### src/rtl/pipe_result_reader.sv
// Streams a contiguous block of the ALU result memory out on a valid/ready port,
// keeping a running mod-2^16 checksum of the words handed off.
module pipe_result_reader #(
  parameter int unsigned ADDR_W     = 8,
  parameter int unsigned DATA_W     = 16,
  parameter int unsigned FIFO_DEPTH = 2
) (
  input  logic              clk,
  input  logic              rst,
  input  logic              start,
  input  logic [ADDR_W-1:0] base_addr,
  input  logic [ADDR_W:0]   count,
  output logic [ADDR_W-1:0] mem_addr,
  output logic              mem_re,
  input  logic [DATA_W-1:0] mem_rdata,
  output logic              out_valid,
  input  logic              out_ready,
  output logic [DATA_W-1:0] out_data,
  output logic [ADDR_W-1:0] out_addr,
  output logic              out_last,
  output logic              busy,
  output logic              done,
  output logic [DATA_W-1:0] checksum
);

  typedef enum logic [1:0] {StIdle, StRun, StDrain, StDone} state_e;

  state_e              state_q, state_d;
  logic [ADDR_W-1:0]   addr_q, addr_d;
  logic [ADDR_W:0]     remaining_q, remaining_d;
  logic [DATA_W-1:0]   checksum_q, checksum_d;

  // One read can be outstanding; its address/last tag travel alongside it.
  logic                inflight_q;
  logic [ADDR_W-1:0]   inflight_addr_q;
  logic                inflight_last_q;

  logic [DATA_W-1:0]   fifo_data_q [FIFO_DEPTH];
  logic [ADDR_W-1:0]   fifo_addr_q [FIFO_DEPTH];
  logic                fifo_last_q [FIFO_DEPTH];
  logic                wr_ptr_q;
  logic                rd_ptr_q;
  logic [1:0]          occ_q, occ_d;

  logic                push;
  logic                pop;
  logic                issue;
  logic                last_issue;
  logic [1:0]          occ_after_pop;
  logic [1:0]          slots_used;

  assign push       = inflight_q;
  assign out_valid  = (occ_q != 2'd0);
  assign pop        = out_valid && out_ready;
  assign out_data   = fifo_data_q[rd_ptr_q];
  assign out_addr   = fifo_addr_q[rd_ptr_q];
  assign out_last   = fifo_last_q[rd_ptr_q];
  assign last_issue = (remaining_q == (ADDR_W + 1)'(1));

  // A slot freed by this cycle's pop is reusable now, which is what sustains
  // one word per cycle with only two entries of buffering.
  assign occ_after_pop = occ_q - 2'(pop);
  assign slots_used    = occ_after_pop + 2'(inflight_q);
  assign issue         = (state_q == StRun) && (remaining_q != '0) && (slots_used < 2'd2);

  assign mem_re   = issue;
  assign mem_addr = addr_q;
  assign busy     = (state_q == StRun) || (state_q == StDrain);
  assign done     = (state_q == StDone);
  assign checksum = checksum_q;

  always_comb begin
    state_d     = state_q;
    addr_d      = addr_q;
    remaining_d = remaining_q;
    checksum_d  = pop ? (checksum_q + out_data) : checksum_q;
    occ_d       = occ_q + 2'(push) - 2'(pop);

    unique case (state_q)
      StIdle: begin
        if (start) begin
          checksum_d = '0;
          if (count != '0) begin
            addr_d      = base_addr;
            remaining_d = count;
            state_d     = StRun;
          end else begin
            state_d = StDone;
          end
        end
      end
      StRun: begin
        if (issue) begin
          addr_d      = addr_q + ADDR_W'(1);
          remaining_d = remaining_q - (ADDR_W + 1)'(1);
          if (last_issue) begin
            state_d = StDrain;
          end
        end
      end
      StDrain: begin
        if (pop && out_last) begin
          state_d = StDone;
        end
      end
      StDone: begin
        state_d = StIdle;
      end
      default: begin
        state_d = StIdle;
      end
    endcase
  end

  always_ff @(posedge clk) begin
    if (rst) begin
      state_q         <= StIdle;
      addr_q          <= '0;
      remaining_q     <= '0;
      checksum_q      <= '0;
      inflight_q      <= 1'b0;
      inflight_addr_q <= '0;
      inflight_last_q <= 1'b0;
      occ_q           <= '0;
      wr_ptr_q        <= 1'b0;
      rd_ptr_q        <= 1'b0;
    end else begin
      state_q         <= state_d;
      addr_q          <= addr_d;
      remaining_q     <= remaining_d;
      checksum_q      <= checksum_d;
      inflight_q      <= issue;
      inflight_addr_q <= addr_q;
      inflight_last_q <= last_issue;
      occ_q           <= occ_d;
      if (push) begin
        wr_ptr_q <= ~wr_ptr_q;
      end
      if (pop) begin
        rd_ptr_q <= ~rd_ptr_q;
      end
    end
  end

  always_ff @(posedge clk) begin
    if (rst) begin
      for (int unsigned i = 0; i < FIFO_DEPTH; i++) begin
        fifo_data_q[i] <= '0;
        fifo_addr_q[i] <= '0;
        fifo_last_q[i] <= 1'b0;
      end
    end else if (push) begin
      fifo_data_q[wr_ptr_q] <= mem_rdata;
      fifo_addr_q[wr_ptr_q] <= inflight_addr_q;
      fifo_last_q[wr_ptr_q] <= inflight_last_q;
    end
  end

endmodule

### config.mk
export PLATFORM = sky130hd
export DESIGN_NAME = pipe_result_reader
export DESIGN_NICKNAME = d
export VERILOG_FILES = /design/src/rtl/pipe_result_reader.sv
export SDC_FILE = /design/constraint.sdc
export NUM_CORES = 1
export LEC_CHECK = 0
export ABC_AREA = 1
export BUFFER_PORTS_ARGS = -buffer_cell sky130_fd_sc_hd__buf_2
export CELL_PAD_IN_SITES_DETAIL_PLACEMENT = 1
export CELL_PAD_IN_SITES_GLOBAL_PLACEMENT = 1
export CORE_ASPECT_RATIO = 0.8
export CORE_MARGIN = 8
export CORE_UTILIZATION = 39
export CTS_BUF_LIST = sky130_fd_sc_hd__clkbuf_8
export CTS_CLUSTER_SIZE = 40
export DETAILED_ROUTE_END_ITERATION = 10
export PLACE_DENSITY_LB_ADDON = 0.1
export SLEW_MARGIN = 20
export SYNTH_ARGS = -nofsm -noshare
export SYNTH_HDL_FRONTEND = slang
export SYNTH_SLANG_ARGS = --single-unit
### constraint.sdc
create_clock -name clk -period 2.4 [get_ports clk]
set_input_delay 0 -clock clk [delete_from_list [all_inputs] [get_ports clk]]
set_output_delay 0 -clock clk [all_outputs]
set_load 0.1 [all_outputs]
* Word-level counts from Yosys, hierarchy flattened *
Memories as Yosys holds them, arrays and structs flattened. A register that Yosys moved wholly into a read port is not among the register bits.
Index checks and enable logic that the tools add are counted.

cells by class
  $lt $le $gt $ge = 1
  bitwise operators = 2
  mux-type cells = 37
  reductions and logical operators = 15
  add/sub/neg operators = 7
  equality and inequality tests = 9

operators with widths
  operator               count
  $mux W16               4
  $mux W8                4
  $mux W9                3
  $mux W1                18
  $pmux W9 S2            1
  $reduce_bool A9 Y1     2
  $add A16 B16 Y16       1
  $pmux W8 S2            1
  $reduce_or A16 Y1      1
  $mux W2                5
  $eq A9 B1 Y1 const B   1
  $sub A9 B1 Y9 const B  1
  $add A8 B1 Y8 const B  1
  $ne A2 B2 Y1 const B   4
  $pmux W2 S4            1
  $reduce_and A4 Y1      2
  $reduce_or A8 Y1       1
  $add A2 B1 Y2          2
  $eq A2 B2 Y1 const B   2
  $logic_and A1 B1 Y1    4
  $reduce_bool A2 Y1     2
  $sub A2 B1 Y2          2
  $eq A2 B1 Y1 const B   1
  $logic_not A2 Y1       1
  other kinds (5)        6

storage, ports and cells
  bits of input ports = 37
  register bits = 49
  memories kept = 3
  output and inout bits = 53
  memory bits (writable) = 50

memories
  memory       words  bits a word  rd ports  clocked after memory_dff  write ports  RTL line  RTL
  fifo_data_q  2      16           1         1                         2            38        logic [DATA_W-1:0] fifo_data_q [FIFO_DEPTH];
  fifo_addr_q  2      8            1         1                         2            39        logic [ADDR_W-1:0] fifo_addr_q [FIFO_DEPTH];
  fifo_last_q  2      1            1         1                         2            40        logic fifo_last_q [FIFO_DEPTH];

* Depth between registers and ports, before layout *
  depth after elaboration = 8
  depth in mapped cells = 17
  mapped depth without buffers = 15

* Worst setup path after synthesis *
OpenSTA, ideal clock, no wires.

  path type = register -> register
  start = register with a tool-made name
  end = register checksum_q[15], in the netlist checksum[15]
  arrival time = 3.221 ns
  stages on the path, launching flop included = 8
  buffers on the path = 1
  required time = 2.291 ns
  period minus slack after synthesis = 3.330 ns
  setup slack = -0.930 ns
  library setup time = 0.109 ns
  cell sequence = dfxtp_1 > buf_2 > o21ai_0 > xor2_1 > nand3_1 > nand3_1 > nand2_1 > inv_1

RTL lines
  item                    RTL line  RTL
  end signal: assignment  131       checksum_q <= checksum_d;
  end: declaration        31        logic [DATA_W-1:0] checksum_q, checksum_d;

==> results.sh <==
export IMPL_run_status="finished, final reports clean"
export IMPL_minimum_setup_slack_among_reg_to_reg_paths_ns=0.13
export IMPL_top_area_cells_in_the_synthesized_netlist="sky130_fd_sc_hd__edfxtp_1 27%, sky130_fd_sc_hd__dfxtp_1 18%, sky130_fd_sc_hd__nand2_1 11%"
export IMPL_setup_viol=0
export IMPL_initial_antenna_violation_count=0
export IMPL_hpwlAfterDp_mm=12.1
export IMPL_worst_r2r_cell_count=11
export IMPL_critical_path_arrival_ns=2.56
export IMPL_clock_tree_buffer_depth=2
export IMPL_dr_first_iter_drc_count=272
export IMPL_min_delay_worst_endpoint="remaining_q[2]"
export IMPL_crit_reg2reg_capture="checksum[14]"
export IMPL_total_leakage_power_nw=3.47
export IMPL_syn_cell_area_mm2=0.00557
export IMPL_power_ir_vdd_worst_v=0.000754
export IMPL_combPwrFrac_pct=61.5
export IMPL_power_clock_fraction_pct=11.6
export IMPL_die_h_um=123
export IMPL_synth_enable_flop_cells=50
export IMPL_cts_htree_levels=3
export IMPL_worst_hold_path_num_cells=5
export IMPL_worstSetupStartpointType="flop"
export IMPL_power_internal_mw=3.98
export IMPL_power_switching_fraction_pct=56.1
export IMPL_n_fill_cell=1772
export IMPL_clock_sink_count=100
export IMPL_post_route_util_pct=48.8
export IMPL_post_route_worst_setup_slack_ns=0.131
export IMPL_detailroute_via_count=5072
export IMPL_hold_path_class="input port to flop"
export IMPL_finalMaxSlewViolations=0
export IMPL_regArea_mm2=0.00251
export IMPL_synth_cells=719
export IMPL_timing_final_crit_period_ns=2.27
export IMPL_vias_cell=4.91
export IMPL_syn_area_per_cell_um2=7.75
export IMPL_placement_stage_worst_setup_slack_ns=-0.0464
export IMPL_clk_insertion_delay_late_ns=0.39
export IMPL_post_synth_top_cells="162 x sky130_fd_sc_hd__nand2_1, 135 x sky130_fd_sc_hd__nor2_1, 114 x sky130_fd_sc_hd__inv_1, 50 x sky130_fd_sc_hd__dfxtp_1, 50 x sky130_fd_sc_hd__edfxtp_1"
export IMPL_gr_usage_all_layers_pct=18.1
export IMPL_timing_critical_path_required_ns=2.69
export IMPL_clock_root_buffer="sky130_fd_sc_hd__clkbuf_8"
export IMPL_floorplan_io_pins=90
export IMPL_final_setup_skew_ns=0.00869
export IMPL_worst_setup_path_end_kind="flop"
export IMPL_inserted_clock_buffers=9
export IMPL_number_of_global_route_vias_before_repair=5164
export IMPL_totalPowerFinal_mw=9.05
export IMPL_floorplan_initialDensity_pct=39.5
export IMPL_async_flop_share_pct=0
export IMPL_fmax_mhz=441
export IMPL_fraction_of_layout_cells_with_a_size_suffix_above_1_pct=20.4
export IMPL_drtAntennaViolNets=0
export IMPL_totalWireLength_mm=16.5
export IMPL_p_switching_mw=5.07
export IMPL_area_delta_synth_final_pct=23.5
export IMPL_crit_fanout=17
export IMPL_power_density_cell_area_mw_per_mm2=1310
export IMPL_hp_start="count[2]"
export IMPL_grt_pass1_wl_mm=26.2
export IMPL_synthFlopType="sky130_fd_sc_hd__edfxtp_1"
export IMPL_yosysSeqAreaShare_pct=44.9
export IMPL_floorplan_rows=39
export IMPL_core_region_area_mm2=0.0141
export IMPL_cp_class="flop to flop"
export IMPL_count_of_final_hold_check_violations=0
export IMPL_post_cts_clock_slew_at_the_launch_and_capture_registers_of_the_worst_setup_and_hold_paths_ns=0.10
export IMPL_dr_pass1_iters=4
export IMPL_multiInputGateArea_mm2=0.00263
export IMPL_pin_count_of_the_biggest_net_entering_global_routing=31
export IMPL_synth_distinct_cells=35
export IMPL_finalCritPeriodShare_pct=94.5
export IMPL_cts_tree="yes"
export IMPL_synth_ff_latch_count=100
export IMPL_post_drt_wl_per_cell_um=16.0
export IMPL_die_area_mm2=0.0184
export IMPL_grt_overflow=0
export IMPL_synth_area_leader_cell="sky130_fd_sc_hd__edfxtp_1"
export IMPL_route_detailed_drc=0
export IMPL_cap_violations=0
export IMPL_tightest_slew_ns=0.530
export IMPL_num_nets_final=908
export IMPL_synth_most_common_cell="sky130_fd_sc_hd__nand2_1"
export IMPL_num_antenna_cells=0
export IMPL_die_width_um=150
export IMPL_max_transition_margin_pct=64.6
export IMPL_synthesis_yosys_warnings=0
export IMPL_synthDominantCellAreaShare_pct=26.9
export IMPL_gp_congestion=0.838
export IMPL_port_buffer_count=89
export IMPL_power_share_of_the_sequential_group_pct=26.9
export IMPL_mappedNetlistNets=783
## what timing repair did
action | in CTS | in global routing
gates resized for setup | 2 | 11
pin swaps | 0 | 1
endpoints found under the hold margin | 55 | 1
buffers inserted | 0 | 2
gates cloned | 1 | 1
hold buffers | 28 | 1
endpoints found under the setup margin | 21 | 27
## metrics by stage
stage | hold WS [ns] | area (µm²) | instances | TNS, ns
2_1_floorplan | 0.0724 | 5610 | 719 | -0.267
3_3_place_gp | 0.311 | 6310 | 984 | 0
3_5_place_dp | 0.320 | 6310 | 984 | -0.129
4_1_cts | 0.00469 | 6790 | 1029 | 0
5_1_grt | 0.0615 | 6880 | 1033 | -0.000772
6_report | 0.0217 | 6880 | 1033 | 0
## routing by layer
metal	GRT usage (%)	vias up	wire (µm)
met1	23.4	2456	7780
met4	3.59	0	140
met3	5.38	14	838
met2	29.7	87	7760
li1	-	2515	-
met5	0	-	0
## cells by family (layout without fill, tap and decap cells)
logic type	after synthesis	in the layout	synth area share, %
buf+inv	136	264	9.83
fa+ha+maj	27	27	6.20
compound gates	50	50	4.74
mux	23	23	4.65
simple gates	375	377	28.4
flops	100	100	44.9
xor+xnor	8	8	1.26
## layout make-up
cell class	count	share of cell area, %
Inverter	116	6.32
Sequential cell	100	36.4
Clock buffer	10	2.00
Clock inverter	6	0.600
Timing Repair Buffer	132	13.2
Multi-Input combinational cell	485	38.2
Tap cell	184	3.34
## sequential cells by signal (all words and copies together) (netlist names), 2 cells and up, named ones only
signal and flops:
state_q 2, inflight_addr_q 8, fifo_last_q 2, checksum 16
fifo_addr_q 16, occ_q 2, remaining_q 9, mem_addr 8
fifo_data_q 32
## power by group through the flow
stage               sequential [mW]  clock, mW  combinational [mW]
global placement               2.45          0                5.19
global route                   2.48       1.15                6.00
floorplan                      3.23          0                3.54
CTS                            2.43       1.09                5.42
detailed placement             2.47          0                5.29
finish                         2.43       1.05                5.57
## how the worst max path moves through the flow
| stage | start | end | slack (ns) | cells past startpoint |
|---|---|---|---|---|
| 2_1_floorplan | flop | state_q[1] | -0.09 | 9 |
| 3_3_place_gp | flop | checksum[13] | 0.03 | 12 |
| 3_5_place_dp | flop | checksum[14] | -0.05 | 11 |
| 4_1_cts | flop | checksum[14] | 0.03 | 11 |
| 5_1_grt | flop | checksum[14] | -0.0008 | 11 |
| 6_report | flop | checksum[14] | 0.13 | 11 |
## critical path, cell delays in order, from the launching register on
cell,delay [ns]
sky130_fd_sc_hd__dfxtp_4,0.41
sky130_fd_sc_hd__buf_12,0.17
sky130_fd_sc_hd__mux2_2,0.36
sky130_fd_sc_hd__ha_1,0.39
sky130_fd_sc_hd__inv_1,0.10
sky130_fd_sc_hd__nor3_2,0.21
sky130_fd_sc_hd__and2_1,0.15
sky130_fd_sc_hd__nand2_1,0.07
sky130_fd_sc_hd__nand3_1,0.09
sky130_fd_sc_hd__nand2_1,0.05
sky130_fd_sc_hd__nor2_1,0.10
sky130_fd_sc_hd__nor2_1,0.05
## layout by cell type, fill, tap and decap left out, drive strengths merged, types with 23 or more instances in the layout
cell and instances:
o21ai 27, nor2 148, buf 103, ha 26
mux2 23, dfxtp 50, inv 117, nand2 164
nand3 43, dlygate4sd3 29, edfxtp 50
(Power assumes the default switching activity.)
